[src/rtl/beat_timer_pkg.sv]
// Shared types and default widths for the beat_timer channel array.
package beat_timer_pkg;

  // Per-channel run state.
  typedef enum logic {
    IDLE = 1'b0,
    RUN  = 1'b1
  } ch_state_e;

  // Default widths: 26 bits covers one second at a 50 MHz clock.
  localparam int DEF_CNT_W  = 26;
  localparam int DEF_BEAT_W = 8;

  // A zero period would never expire; it behaves as a one-cycle period.
  function automatic logic [DEF_CNT_W-1:0] dummy_unused_guard(input logic [DEF_CNT_W-1:0] p);
    return (p == '0) ? DEF_CNT_W'(1) : p;
  endfunction

endpackage

[src/rtl/beat_timer_ch.sv]
// One timer channel: IDLE/RUN FSM, cycle counter, and expiry (beat) counter.
module beat_timer_ch
  import beat_timer_pkg::*;
#(
  parameter int CNT_W  = DEF_CNT_W,
  parameter int BEAT_W = DEF_BEAT_W
) (
  input  logic              clk,
  input  logic              rst,
  input  logic              en,
  input  logic              start,
  input  logic              stop,
  input  logic              periodic,
  input  logic [CNT_W-1:0]  period,
  output logic              done,
  output logic              busy,
  output logic [BEAT_W-1:0] beats
);

  ch_state_e        state;
  logic [CNT_W-1:0] cnt;
  logic [CNT_W-1:0] per_q;
  logic             mode_q;
  logic [CNT_W-1:0] last;

  // Terminal count; per_q is never 0 while running, so this cannot underflow.
  assign last = per_q - CNT_W'(1);

  // Channel FSM: stop beats start, start beats expiry, en gates all counting.
  always_ff @(posedge clk or negedge rst) begin
    if (!rst) begin
      state  <= IDLE;
      cnt    <= '0;
      per_q  <= '0;
      mode_q <= 1'b0;
      done   <= 1'b0;
      busy   <= 1'b0;
      beats  <= '0;
    end else begin
      done <= 1'b0;
      if (stop) begin
        state <= IDLE;
        busy  <= 1'b0;
        cnt   <= '0;
      end else if (start) begin
        per_q  <= (period == '0) ? CNT_W'(1) : period;
        mode_q <= periodic;
        cnt    <= '0;
        beats  <= '0;
        state  <= RUN;
        busy   <= 1'b1;
      end else if (state == RUN && en) begin
        if (cnt == last) begin
          done  <= 1'b1;
          beats <= beats + BEAT_W'(1);
          cnt   <= '0;
          if (!mode_q) begin
            state <= IDLE;
            busy  <= 1'b0;
          end
        end else begin
          cnt <= cnt + CNT_W'(1);
        end
      end
    end
  end

endmodule

[src/rtl/beat_timer.sv]
// Array of NUM_CH independent period timers with per-channel beat counters.
module beat_timer
  import beat_timer_pkg::*;
#(
  parameter int NUM_CH = 4,
  parameter int CNT_W  = DEF_CNT_W,
  parameter int BEAT_W = DEF_BEAT_W
) (
  input  logic                     clk,
  input  logic                     rst,
  input  logic                     en,
  input  logic [NUM_CH-1:0]        start,
  input  logic [NUM_CH-1:0]        stop,
  input  logic [NUM_CH-1:0]        periodic,
  input  logic [NUM_CH*CNT_W-1:0]  period,
  output logic [NUM_CH-1:0]        done,
  output logic [NUM_CH-1:0]        busy,
  output logic [NUM_CH*BEAT_W-1:0] beats
);

  // Channels share only clock, reset and the global enable.
  for (genvar i = 0; i < NUM_CH; i++) begin : g_ch
    beat_timer_ch #(
      .CNT_W (CNT_W),
      .BEAT_W(BEAT_W)
    ) u_ch (
      .clk     (clk),
      .rst     (rst),
      .en      (en),
      .start   (start[i]),
      .stop    (stop[i]),
      .periodic(periodic[i]),
      .period  (period[i*CNT_W +: CNT_W]),
      .done    (done[i]),
      .busy    (busy[i]),
      .beats   (beats[i*BEAT_W +: BEAT_W])
    );
  end

endmodule

[config.mk]
export PLATFORM = sky130hd
export DESIGN_NAME = beat_timer
export DESIGN_NICKNAME = d
export VERILOG_FILES = /design/src/rtl/beat_timer_pkg.sv /design/src/rtl/beat_timer_ch.sv /design/src/rtl/beat_timer.sv
export SDC_FILE = /design/constraint.sdc
export NUM_CORES = 1
export LEC_CHECK = 0
export CORE_ASPECT_RATIO = 0.7
export CORE_MARGIN = 2
export CORE_UTILIZATION = 53
export CTS_CLUSTER_SIZE = 10
export DETAILED_ROUTE_END_ITERATION = 10
export PLACE_DENSITY = 0.83
export SYNTH_ARGS = -nofsm -noshare
export SYNTH_HDL_FRONTEND = slang
export SYNTH_SLANG_ARGS = --single-unit
[constraint.sdc]
create_clock -name clk -period 3.8 [get_ports clk]
set_input_delay 0.76 -clock clk [delete_from_list [all_inputs] [get_ports clk]]
set_output_delay 0.76 -clock clk [all_outputs]
set_load 0.02 [all_outputs]
# [Word level (Yosys, flattened, before mapping)]
# Index checks and enable logic that the tools add are counted.
[classes] n_reduce_logical=36 n_eq_ne=8 n_lt_le_gt_ge=0 div=0 bitwise=4 mul=0 muxes=68 n_shift=0 add_sub_neg=12
[ops] cell="$mux W26" n=20
[ops] cell="$add A26 B1 Y26 const B" n=4
[ops] cell="$eq A26 B26 Y1" n=4
[ops] cell="$logic_not A26 Y1" n=4
[ops] cell="$sub A26 B1 Y26 const B" n=4
[ops] cell="$mux W8" n=12
[ops] cell="$mux W1" n=36
[ops] cell="$add A8 B1 Y8 const B" n=4
[ops] cell="$reduce_and A3 Y1" n=8
[ops] cell="$reduce_bool A3 Y1" n=8
[ops] cell="$reduce_bool A2 Y1" n=8
[ops] cell="$ne A3 B3 Y1 const B" n=4
[ops] cell="$reduce_and A2 Y1" n=4
[ops] cell="$logic_and A1 B1 Y1" n=4
[ops] cell="$not A1 Y1" n=4
[totals] out_inout_bits=40 register_bits=252 n_memories=0 elab_cells=152 in_bits=119 ramBits=0 rom_bits=0 latch_bits=0

# [Logic depth before layout (Yosys ltp)]
# Gate-level depths: netlist of run 1.
[logic_depth] ltp_word=6 depth_mapped=13

# [Cells and area by module]
# A second synthesis of run 1 with hierarchy kept.
[unflattened] cells_unflattened=1735 area_unflattened_um2=16000.3
[modules_own_cells] module="beat_timer_ch at g_ch[0].u_ch ..." instances=3 area_per_inst_um2=4023.9 cells_per_inst=422 seq_area_each_um2=1576.5
[modules_own_cells] module="beat_timer_ch at g_ch[3].u_ch" instances=1 area_per_inst_um2=3928.8 cells_per_inst=469 seq_area_each_um2=1576.5

# [Worst setup path before layout of run 1]
# OpenSTA, ideal clock, no wires.
[synth_path] kind="reg2reg" start="reg g_ch[2].u_ch.per_q[0]" end="reg g_ch[2].u_ch.cnt[15]" n_path_buf=2 arrival_ns=3.456 required_ns=3.681 setup_slack_ns=0.225 path_stages_with_launch=13 path_cell_list="dfrtp_1 -> inv_1 -> ha_1 -> or3b_1 -> nor3_2 -> and4_1 -> a2bb2o_1 -> or4b_1 -> nor3_2 -> or2_0 -> buf_2 -> buf_4 -> nor2_1"
[synth_via] elab_chain_len=6
[synth_lines] element="from (decl)" line_no="beat_timer_ch.sv:22" rtl="logic [CNT_W-1:0] per_q;"
[synth_lines] element="from (signal assigned)" line_no="beat_timer_ch.sv:46" rtl="per_q <= (period == '0) ? CNT_W'(1) : period;"
[synth_lines] element="$sub A26 B1 Y26" line_no="beat_timer_ch.sv:27" rtl="assign last = per_q - CNT_W'(1);"
[synth_lines] element="$eq A26 B26 Y1" line_no="beat_timer_ch.sv:53" rtl="if (cnt == last) begin"
[synth_lines] element="$mux W26" line_no="beat_timer_ch.sv:53"
[synth_lines] element="$mux W26" line_no="beat_timer_ch.sv:52" rtl="end else if (state == RUN && en) begin"
[synth_lines] element="$mux W26" line_no="beat_timer_ch.sv:45" rtl="end else if (start) begin"
[synth_lines] element="$mux W26" line_no="beat_timer_ch.sv:41" rtl="if (stop) begin"
[synth_lines] element="to (signal assigned)" line_no="beat_timer_ch.sv:62" rtl="cnt <= cnt + CNT_W'(1);"
[synth_lines] element="to (decl)" line_no="beat_timer_ch.sv:21" rtl="logic [CNT_W-1:0] cnt;"
# Every way passes these cells. The select of a mux whose other input is x is not followed.
# A chain may end at the register's enable or synchronous reset.

# [Worst setup path in the final report of run 1]
[layout_path] start="reg g_ch[0].u_ch.per_q[8]" end="reg g_ch[0].u_ch.beats[5]"
[layout_via] elab_chain_len=4
[layout_lines] element="from (decl)" line_no="beat_timer_ch.sv:22"
[layout_lines] element="from (signal assigned)" line_no="beat_timer_ch.sv:46"
[layout_lines] element="$sub A26 B1 Y26" line_no="beat_timer_ch.sv:27"
[layout_lines] element="$eq A26 B26 Y1" line_no="beat_timer_ch.sv:53"
[layout_lines] element="$reduce_bool A2 Y1 (no line)"
[layout_lines] element="$reduce_and A3 Y1 (no line)"
[layout_lines] element="to (signal assigned)" line_no="beat_timer_ch.sv:55" rtl="beats <= beats + BEAT_W'(1);"
[layout_lines] element="to (decl)" line_no="beat_timer_ch.sv:17" rtl="output logic [BEAT_W-1:0] beats"
# Every way passes these cells.

==> summary.md, run 1 <==
| Metric | Value |
|---|---|
| HPWL after DPL | around 30,000 um |
| FP Rows | 52 |
| Largest vdd supply drop | roughly 0.00033 V |
| Final min period | 3580 ps |
| Seq cells post-synth | 252 |
| Element type at the critical path start | flip-flop |
| Final setup violation count | 0 |
| Initial core utilization | a little over half |
| Status | complete, no violations |
| Total Routing Usage GR | 26.8% |
| Synth-to-Final Area Change | 17.7% |
| Critical path capture point type | flip-flop |
| Drt initial violations | ~1,200 |
| Fmax | 279 MHz |
| Synth Flop Type | dfrtp_1 |
| Max Cap Viol | 0 |
| Via count | between 10,000 and 15,000 |
| Critical path peak fanout | 14 |
| Worst Max-Slew Pin Slew | 821 ps |
| Leak | about 7.4 nW |
| Synth Area per Inst | around 9 sq um |
| Largest net degree at the start of global routing | 76 |
| # diodes | 0 |
| Grt ovf | 0 |
| Detail Route Antenna Nets | 0 |
| Die Area | 31,000 sq um |
| Nets@finish | 2,048 |
| CTS Buffer Depth | 3 |
| Synth warnings | 0 |
| RePlAce Congestion | 0.964 |
| Core ar. | 29,000 sq um |
| Ports | 159 |
| Dpl cells | 2,264 |
| Worst hold-check path type | primary input to asynchronous set/reset pin |
| Pre-Repair DR Iteration Count | 7 |
| Final worst clock skew | 8.53 ps |
| Vias in the first global route | 13,331 |
| CP arrival | 4050 ps |
| Synth async-reset ratio | between 90% and 100% |
| I/O Buffers | approximately 160 |
| First-pass GRT wire length | 68,600 um |
| Layout cells sized above 1 | 8.68% |
| Tcrit/Tclk final | 94.3% |
| Clock sinks | 252 |
| Max_slew headroom | 43.9% |
| Syn_nets | 1,902 |
| WL per Instance | 18.0 um |
| Initial antenna violation count | 0 |
| Final WL | roughly 41,000 um |
| Clock root cell | clkbuf_16 |
| Kind of critical path | flip-flop to flip-flop |
| Fin. Hold Viols | 0 |
| Fin cells | 2,302 |
| Post-CTS setup buffer count | 0 |
| RSZ-0062 raised after global routing | false |
| Post-synth EDFFs | 0 |
| H-Tree Depth | 1 |
| Final max-slew violation count | 0 |
| Setup TNS | 0 ps |
| Number of CTS-inserted buffers | 29 |
| Netlist cell types | 88 |
| Clock transition at path regs | 60 ps |
| PD cells | between 300 and 400 nW/um^2 |
| Die height | 148 um |
| Critical path required time | between 4000 and 5000 ps |
| DRC | 0 |
| Post-synthesis sequential area ratio | 40.2% |
| Synthesized area | 15,700 sq um |
| Die W | approximately 210 um |
| Via-per-instance ratio | 6.01 |
| Clock Latency Late Sink | ~560 ps |
| CTS tree | done |
| Cell count after synthesis | 1,771 |
## final timing paths
path                                             from  slack (ps)  cells after the start                     to
worst max-delay path            g_ch[0].u_ch.per_q[8]         220                      8  g_ch[0].u_ch.beats[5]
worst min-delay path                              rst         170                      1  g_ch[1].u_ch.per_q[6]
worst max register to register  g_ch[0].u_ch.per_q[8]         220                      8  g_ch[0].u_ch.beats[5]
worst min register to register    g_ch[3].u_ch.mode_q         510                      1    g_ch[3].u_ch.mode_q
max in group asynchronous                         rst        2640                      2  g_ch[0].u_ch.per_q[5]
min in group clk                  g_ch[3].u_ch.mode_q         510                      1    g_ch[3].u_ch.mode_q
## report_power, final
part / switching [mW] / total, mW / internal (mW)
clock network: 1.05 / 2.41 / 1.36
registers: 0.269 / 3.12 / 2.85
logic: 0.623 / 1.19 / 0.563
## kinds of logic after synthesis
| group | after synthesis | synth area share, % |
|---|---|---|
| and+or+nand+nor | 879 | 28.3 |
| DFF | 252 | 40.2 |
| xor gates and xnor gates | 225 | 12.7 |
| AOI/OAI and AO/OA | 215 | 10.1 |
| buffers and inverters | 131 | 3.76 |
| muxes | 57 | 4.05 |
| adders and majority gates | 12 | 0.957 |
## routing by layer
metal,vias to the layer above,track usage [%],part of all wire [%]
li1,6603,-,-
met1,6693,39.5,47
met2,495,41.1,44
met3,54,5.18,7.5
met4,0,5.99,2.0
met5,-,0,0
## per-stage QoR
step | cell area [sq um] | hold WS [ps] | total power, mW | worst slack (ps) | util, %
CTS | 18400 | 194 | 6.75 | 172 | 63.6
finish | 18500 | 171 | 6.71 | 217 | 63.6
global route | 18500 | 215 | 7.03 | 30.4 | 63.6
detailed placement | 17700 | 488 | 4.32 | 176 | 60.9
global placement | 17700 | 489 | 4.27 | 295 | 60.9
floorplan | 15700 | 438 | 3.86 | 225 | -
## final cells by class
class / instances / area, sq um
multi-input cells: 1388 / 8810
clock inverters: 1 / 8.76
flip-flops and latches: 252 / 6310
fillers: 2418 / 10600
inverters: 43 / 161
well taps: 378 / 473
repair buffers: 203 / 1950
clock buffers: 37 / 756
## layout by cell type, fill, tap and decap left out, types with 11 or more instances in the layout
cell / synthesis / layout
nor3_1: 55 / 55
clkdlybuf4s50_1: 0 / 157
o311ai_0: 11 / 11
nand3b_1: 11 / 11
a31oi_1: 12 / 12
a21oi_1: 33 / 33
nand3_1: 57 / 57
o31ai_1: 14 / 14
xor2_1: 95 / 95
mux2_2: 52 / 52
or3_1: 19 / 18
clkbuf_16: 0 / 29
nand2b_1: 16 / 16
nand2_1: 244 / 244
buf_4: 10 / 43
nor4_1: 63 / 62
dfrtp_1: 252 / 252
or4_1: 25 / 25
inv_1: 43 / 43
ha_1: 12 / 12
and3_1: 24 / 24
nor2_1: 214 / 214
nand4_1: 56 / 56
xnor2_1: 129 / 129
nor2b_1: 14 / 13
nor3b_1: 11 / 11
o21ai_0: 35 / 35
## repair_timing
| action | in CTS | in global routing |
|---|---|---|
| endpoints found under the setup margin | 0 | 28 |
| gates resized for setup | 0 | 3 |
| hold buffers | 0 | 0 |
## critical path: stages, from the launching register on
cell,delay (ps)
dfrtp_1,430
or4_1,640
or3_4,400
nor3_4,120
xnor2_1,80
or4_4,510
or4_4,600
or4_1,530
a21oi_1,180
## registers in the layout, indices dropped and copies added, names as in the netlist
| name | cells |
|---|---|
| g_ch.u_ch.cnt | 104 |
| g_ch.u_ch.per_q | 104 |
| g_ch.u_ch.beats | 32 |
| g_ch.u_ch.busy | 4 |
| g_ch.u_ch.done | 4 |
| g_ch.u_ch.mode_q | 4 |
## cells in the mapped netlist, types with 33 or more instances
master	number	area (sq um)
mux2_2	52	586
clkbuf_1	61	229
nor2_1	214	803
inv_1	43	161
nor3_1	55	275
a21oi_1	33	165
xnor2_1	129	1130
nand2_1	244	916
xor2_1	95	832
nand3_1	57	285
dfrtp_1	252	6310
nand4_1	56	350
o21ai_0	35	175
nor4_1	63	394
Power figures use the tool's default switching activity.
==> run 2, diff against run 1 <==
CAP_MARGIN = 20   (was default)
==> results of run 2 <==
No change in the layout: final DEF, timing and power equal those of run 1.
==> run 3, diff against run 2 <==
==> constraint.sdc (replaced) <==
create_clock -name clk -period 3.8 [get_ports clk]
set_input_delay 0.76 -clock clk [delete_from_list [all_inputs] [get_ports clk]]
set_output_delay 0.76 -clock clk [all_outputs]
set_load 0.01 [all_outputs]
==> results of run 3 <==
The final DEF is identical to that of run 1. Status: complete, no violations.
